==> src/rtl/fpu_pkg.sv <==
// ============================================================================
// Module  : fpu_pkg
// Brief   : Shared widths and IEEE exception flag bit positions for the FPU.
// Revision: 1.0
// ============================================================================
`default_nettype none

package fpu_pkg;

   localparam int SP_WIDTH   = 32;
   localparam int FLAG_WIDTH = 5;

   // Flag vector order is {invalid, divzero, overflow, underflow, inexact}.
   localparam int FLAG_INVALID   = 4;
   localparam int FLAG_DIVZERO   = 3;
   localparam int FLAG_OVERFLOW  = 2;
   localparam int FLAG_UNDERFLOW = 1;
   localparam int FLAG_INEXACT   = 0;

   typedef logic [FLAG_WIDTH-1:0] fpu_flags_t;

endpackage

`default_nettype wire

==> src/rtl/fpu_wrap_ptr.sv <==
// ============================================================================
// Module  : fpu_wrap_ptr
// Brief   : Resettable queue pointer; increments on enable and wraps at Depth.
// Revision: 1.0
// ============================================================================
`default_nettype none

module fpu_wrap_ptr #(
   parameter int Depth = 4
) (
   input  logic                     clk_i,
   input  logic                     rst_i,
   input  logic                     en_i,
   output logic [$clog2(Depth)-1:0] ptr_o
);

   localparam int PW = $clog2(Depth);

   logic [PW-1:0] ptr_q;
   logic [PW-1:0] ptr_d;

   // Depth is a power of two, so natural overflow performs the wrap.
   always_comb begin
      ptr_d = ptr_q;
      if (en_i) begin
         ptr_d = ptr_q + PW'(1);
      end
   end

   always_ff @(posedge clk_i or posedge rst_i) begin
      if (rst_i) begin
         ptr_q <= '0;
      end else begin
         ptr_q <= ptr_d;
      end
   end

   assign ptr_o = ptr_q;

endmodule

`default_nettype wire

==> src/rtl/fpu_result_queue.sv <==
// ============================================================================
// Module  : fpu_result_queue
// Brief   : Circular result queue after Add_Sub with sticky exception status.
// Revision: 1.0
// ============================================================================
`default_nettype none

module fpu_result_queue
   import fpu_pkg::*;
#(
   parameter int DataSize = SP_WIDTH,
   parameter int FlagSize = FLAG_WIDTH,
   parameter int Depth    = 4
) (
   input  logic                     CLK,
   input  logic                     RST,
   input  logic                     InValid,
   output logic                     InReady,
   input  logic [DataSize-1:0]      InData,
   input  logic [FlagSize-1:0]      InFlags,
   output logic                     OutValid,
   input  logic                     OutReady,
   output logic [DataSize-1:0]      OutData,
   output logic [FlagSize-1:0]      OutFlags,
   output logic [$clog2(Depth):0]   Count,
   input  logic                     ClearFlags,
   output logic [FlagSize-1:0]      StickyFlags
);

   localparam int PW = $clog2(Depth);
   localparam int CW = PW + 1;

   logic [DataSize-1:0] data_q  [Depth];
   logic [FlagSize-1:0] flags_q [Depth];
   logic [CW-1:0]       count_q;
   logic [CW-1:0]       count_d;
   logic [FlagSize-1:0] sticky_q;
   logic [FlagSize-1:0] sticky_d;
   logic [PW-1:0]       wr_ptr;
   logic [PW-1:0]       rd_ptr;
   logic                push;
   logic                pop;

   // Handshake outputs depend on registered count only, never on same-cycle inputs.
   assign InReady  = (count_q < CW'(Depth));
   assign OutValid = (count_q != '0);
   assign push     = InValid && InReady;
   assign pop      = OutValid && OutReady;

   fpu_wrap_ptr #(.Depth(Depth)) u_wr_ptr (
      .clk_i (CLK),
      .rst_i (RST),
      .en_i  (push),
      .ptr_o (wr_ptr)
   );

   fpu_wrap_ptr #(.Depth(Depth)) u_rd_ptr (
      .clk_i (CLK),
      .rst_i (RST),
      .en_i  (pop),
      .ptr_o (rd_ptr)
   );

   always_ff @(posedge CLK or posedge RST) begin
      if (RST) begin
         for (int i = 0; i < Depth; i++) begin
            data_q[i]  <= '0;
            flags_q[i] <= '0;
         end
      end else if (push) begin
         data_q[wr_ptr]  <= InData;
         flags_q[wr_ptr] <= InFlags;
      end
   end

   always_comb begin
      count_d = count_q;
      case ({push, pop})
         2'b10:   count_d = count_q + CW'(1);
         2'b01:   count_d = count_q - CW'(1);
         default: count_d = count_q;
      endcase
   end

   // Clear wins over the old status, but a same-cycle pop still lands.
   always_comb begin
      sticky_d = ClearFlags ? '0 : sticky_q;
      if (pop) begin
         sticky_d = sticky_d | flags_q[rd_ptr];
      end
   end

   always_ff @(posedge CLK or posedge RST) begin
      if (RST) begin
         count_q  <= '0;
         sticky_q <= '0;
      end else begin
         count_q  <= count_d;
         sticky_q <= sticky_d;
      end
   end

   assign OutData     = data_q[rd_ptr];
   assign OutFlags    = flags_q[rd_ptr];
   assign Count       = count_q;
   assign StickyFlags = sticky_q;

endmodule

`default_nettype wire

==> config.mk <==
export PLATFORM = sky130hd
export DESIGN_NAME = fpu_result_queue
export DESIGN_NICKNAME = d
export VERILOG_FILES = /design/src/rtl/fpu_pkg.sv /design/src/rtl/fpu_wrap_ptr.sv /design/src/rtl/fpu_result_queue.sv
export SDC_FILE = /design/constraint.sdc
export NUM_CORES = 1
export LEC_CHECK = 0
export ABC_AREA = 1
export CAP_MARGIN = 25
export CORE_MARGIN = 10
export CORE_UTILIZATION = 40
export DETAILED_ROUTE_END_ITERATION = 8
export GPL_TIMING_DRIVEN = 0
export HOLD_SLACK_MARGIN = 0.03
export SLEW_MARGIN = 20
export SYNTH_ARGS = -nofsm -noshare
export SYNTH_HDL_FRONTEND = slang
export SYNTH_SLANG_ARGS = --single-unit
==> constraint.sdc <==
create_clock -name CLK -period 6.75 [get_ports CLK]
set_clock_uncertainty 0.05 [all_clocks]
set_input_delay 1.0125 -clock CLK [delete_from_list [all_inputs] [get_ports CLK]]
set_output_delay 1.0125 -clock CLK [all_outputs]
set_load 0.01 [all_outputs]
* Word level (Yosys, flattened, before mapping) *
Index checks and enable logic that the tools add are counted.

cells by class
  bitwise gates (word level) = 3
  reductions and logical operators = 5
  mux-type cells = 15
  magnitude comparators = 4
  equal/unequal tests = 2
  $add $sub $neg = 4

operator list
  operator                                                     number
  bitwise mux 128 bit                                          1
  2-to-1 mux 32 bit                                            3
  binary-select mux 32 bit (select 2 bit)                      1
  demux 32 bit (select 2 bit)                                  1
  2-to-1 mux 5 bit                                             5
  bitwise mux 20 bit                                           1
  binary-select mux 5 bit (select 2 bit)                       1
  demux 5 bit (select 2 bit)                                   1
  >= comparator 3 bit (second input constant)                  2
  inverter 2 -> 3 bit                                          2
  one-hot mux 3 bit (2 select lines)                           1
  bitwise OR 5 bit                                             1
  adder 2 x 1 -> 2 bit (second input constant)                 2
  adder 3 x 1 -> 3 bit (second input constant)                 1
  logical AND 1 bit                                            3
  less-than comparator 3 x 1 -> 1 bit (second input constant)  1
  less-than comparator 3 bit (second input constant)           1
  nonzero test 3 bit                                           1
  subtractor 3 x 1 -> 3 bit (second input constant)            1
  == test 2 x 1 -> 1 bit (second input constant)               1
  == test 2 bit (second input constant)                        1
  nonzero test 2 bit                                           1

storage, ports and cells
  logic and storage cells = 45
  register bits = 160
  output and inout bits = 47
  bits of input ports = 42

* Logic depth before layout (Yosys ltp) *
  word-level depth = 6
  gate-level depth with buffers = 9
  mapped depth without buffers = 9

* Modules after synthesis *
Synthesis repeated with hierarchy kept, for this count alone.

unflattened totals
  cell total of the unflattened synthesis = 809
  area, all modules = 7,410.9 um2

modules (own cells, without submodules)
  module            area each (um2)  cells each  instances  sequential area each (um2)
  fpu_result_queue  7,235.7          787         1          3,903.7
  fpu_wrap_ptr      87.6             11          2          50.0

* Worst setup path before layout *
Ideal clock, no wire load.

  kind = input-to-reg
  start = input port OutReady
  end = register count_q[2] (netlist: Count[2])
  library setup time = 0.124 ns
  cell stages on the path = 8
  arrival = 2.237 ns
  slack = 4.340 ns
  cell sequence = inv_1 > a21oi_1 > ha_1 > inv_1 > fa_1 > nand2_1 > nand3_1 > xor2_1

between the ends
  word-level cells in the longest chain between the ends = 3

ends and longest elaborated chain
  what                                                                             line                    RTL
  from (decl)                                                                      fpu_result_queue.sv:22  input logic OutReady,
  logical AND 1 bit *                                                              fpu_result_queue.sv:48  assign pop = OutValid && OutReady;
  == test 2 x 1 -> 1 bit / == test 2 bit (equally long branches)                   fpu_result_queue.sv:78  case ({push, pop})
  one-hot mux 3 bit (2 select lines) / nonzero test 2 bit (equally long branches)  --
  to (signal assigned)                                                             fpu_result_queue.sv:98  count_q <= count_d;
  to (decl)                                                                        fpu_result_queue.sv:35  logic [CW-1:0] count_q;

Every way passes the cells marked *; elsewhere a longest branch is shown, timed or not.
A chain may end at the register's enable or synchronous reset.

* Worst setup path in the final report *
  start = register u_rd_ptr.ptr_q[1] (netlist: u_rd_ptr.ptr_o[1])
  end = output port OutData[3]

between the ends
  word-level cells in the longest chain between the ends = 4

ends and longest elaborated chain
  what                                                  line                     RTL
  from (decl)                                           fpu_wrap_ptr.sv:19       logic [PW-1:0] ptr_q;
  from (signal assigned)                                fpu_wrap_ptr.sv:34       ptr_q <= ptr_d;
  inverter 2 -> 3 bit (not written as such)             fpu_result_queue.sv:103  assign OutData = data_q[rd_ptr];
  binary-select mux 32 bit (select 2 bit)               fpu_result_queue.sv:103
  2-to-1 mux 32 bit (not written as such) (2 in a row)  fpu_result_queue.sv:103
  to (decl)                                             fpu_result_queue.sv:23   output logic [DataSize-1:0] OutData,

Every way passes these cells. The select of a mux whose other input is x is not followed.

==> flow_summary.toml <==
[drt]
num_vias = 5922
remaining_drc_errors = 0
drt_pass1_iterations = 5
drt-vias-per-instance = 5.15
first_iter_violations = 487
totalWireLength_um = 20100
routedWlPerCell_um = 17.4
ant_nets = 0

[sta]
finalSetupViolations = 0
slew_viol_final = 0
finalCritPeriodShare_pct = 52.9
tightestPinTransition_ns = 0.595
fmax_mhz = 280
finalCriticalPeriod_ns = 3.57
rsz0062_at_grt = "false"
hold_viol = 0
fin_tns_setup_ns = 0
slew_headroom_pct = 60.4

[global_route]
antenna_found_initial = 0
grt_pass1_vias = 5927
grt_overflow = 0
grt_pass1_wl_um = 32400
grt_max_degree = 93
grtUsageTotal_pct = 16.9

[clock_tree]
cts_resized = 0
root_buffer = "clkbuf_16"
cts.sinks = 160
clockBufferDepth = 2
clk_latency_ns = 0.42
cts_tree = "yes"
clk_pin_slew_ns = 0.06
post_cts_buffers = 0
htree_levels = 4
cts_made_buffers = 17
ctsHoldBuffers = 0

[synthesis]
ys_seq_elements = 160
synth_xor_area_share_pct = 0.607
synth.distinct_cells = 26
synth_nets = 849
netlist_area_um2 = 7220
synth_fa_ha_area_share_pct = 1.14
synthCells = 801
synthSimpleGateAreaFrac_pct = 15.0
ys_warn_count = 0
synth_compound_area_share_pct = 19.3
yosys-mux-area-fraction_pct = 0
ys_seq_area_share_pct = 55.5
avgSynthCellArea_um2 = 9.01
synth_top_family_by_area = "compound AO/OA/AOI/OAI gates"

[floorplan]
die_x_um = 154
core_area_um2 = 17800
start_util_pct = 40.5
io_pins = 89
die_area_um2 = 23800
num_rows = 49
die_h_um = 154

[layout]
area_growth_pct = 24.9
diodes = 0
final_cells = 1151
fillers = 1712
drive_gt1_share_pct = 12.8
fin_nets = 957

[setup_path]
critPathCaptureType = "primary output"
path_max_fanout = 10
cp.arrival_ns = 2.51
required_ns = 5.69
worstSetupPathType = "flop to primary output"
cp-start-kind = "flop"

[placed_design]
dpl.hpwl_um = 13300
globalplace.congestion = 0.793
placed_cells_incl_taps = 1119
port-buffer-count = 88

[pwr]
ir_worst_vdd_uv = 267
power_density_nw_per_um2 = 525
leakage_nw = 4.21

[min_path]
hold_path_class = "flop to flop"

[job]
cap_violations = 0

[outcome]
status = "finished clean"
[routing by layer]
metal	vias to the layer above	share of wire [%]	GRT usage, %
met4	0	1.5	4.72
met1	2902	46	22.5
met5	-	0	0
met3	21	5.8	4.22
met2	142	47	26.5
li1	2857	-	-
[sequential cells by signal (all words and copies together) (netlist names)]
name,cells
Count,3
flags_q,20
data_q,128
u_wr_ptr.ptr_o,2
StickyFlags,5
u_rd_ptr.ptr_o,2
[synth_stat cells]
cell | number | area share (%)
nand2_1 | 186 | 9.7
dfrtp_1 | 160 | 55
o21ai_1 | 93 | 6.4
o21ai_0 | 92 | 6.4
nor2_1 | 65 | 3.4
inv_1 | 47 | 2.4
o22ai_1 | 32 | 2.8
o21ai_2 | 30 | 3.6
buf_6 | 22 | 3.4
buf_2 | 17 | 1.2
nand3_1 | 16 | 1.1
clkbuf_1 | 7 | 0.36
buf_4 | 6 | 0.62
and2_1 | 5 | 0.43
ha_1 | 5 | 0.87
nand2_2 | 3 | 0.26
xor2_1 | 3 | 0.36
clkbuf_2 | 2 | 0.14
inv_2 | 2 | 0.10
xnor2_1 | 2 | 0.24
a21oi_1 | 1 | 0.069
buf_1 | 1 | 0.052
clkinv_1 | 1 | 0.052
fa_1 | 1 | 0.28
inv_4 | 1 | 0.087
nand2_4 | 1 | 0.16
[layout make-up]
cell class	instances	area [µm²]	share of cell area, %
plain buffers	55	418	4.63
clock buffers	18	439	4.87
clock inverters	14	158	1.75
inverters	51	201	2.23
multi-input cells	535	2600	28.9
flip-flops and latches	160	4000	44.4
well taps	229	287	3.18
repair buffers	89	908	10.1
[worst paths after layout]
check                             startpoint             end  slack (ns)  depth (start not counted)
max reg2reg                         Count[0]        Count[2]        4.61                          8
max                        u_rd_ptr.ptr_o[1]      OutData[3]        3.18                          5
min in group asynchronous                RST     data_q[104]        0.98                          2
min                           StickyFlags[1]  StickyFlags[1]        0.43                          2
min reg2reg                   StickyFlags[1]  StickyFlags[1]        0.43                          2
max in group asynchronous                RST      data_q[26]        4.83                          3
[worst max-delay path, cell delays in order, from the launching register on]
cell	delay, ns
dfrtp_1	0.40
clkinv_1	0.22
clkbuf_1	0.43
o21ai_0	0.18
o22ai_1	0.26
clkdlybuf4s50_1	0.60
[logic make-up (layout without fill, tap and decap cells)]
logic type,count (synthesis),in the layout
simple gates,276,276
compound gates,248,248
flops,160,160
buf+inv,106,227
fa+ha+maj,6,6
xor+xnor,5,5
[stage by stage]
stage / area [µm²] / utilization, % / total power [mW] / worst slack (ns) / hold slack [ns]
after global placement: 8390 / 47.0 / 3.74 / -1.11 / 0.411
after floorplan: 7220 / - / 2.85 / 1.37 / 0.398
final: 9020 / 50.6 / 4.73 / 3.18 / 0.431
after global routing: 9020 / 50.6 / 5.09 / 3.01 / 0.448
after detailed placement: 8420 / 47.2 / 3.78 / 3.59 / 0.419
after CTS: 9020 / 50.6 / 4.77 / 3.18 / 0.435
[power breakdown]
part	total (mW)	internal (mW)	leakage, nW	switching (mW)
combinational	2.15	0.966	1.91	1.19
sequential	1.61	1.39	2.01	0.218
clock	0.972	0.560	0.283	0.412
[layout by cell type, fill, tap and decap left out, types with 2 or more instances in the layout]
master	n
clkbuf_16	17
clkbuf_2	2
and2_1	5
nor2_1	65
clkinvlp_4	3
xor2_1	3
o21ai_2	30
inv_2	2
nand2_1	186
ha_1	5
dfrtp_1	160
inv_6	3
o21ai_0	92
clkdlybuf4s50_1	88
clkinv_4	5
buf_4	6
nand3_1	16
bufinv_16	2
clkbuf_1	7
buf_2	17
xnor2_1	2
buf_6	22
o21ai_1	93
inv_1	46
o22ai_1	32
nand2_2	3
(Power assumes the default switching activity.)
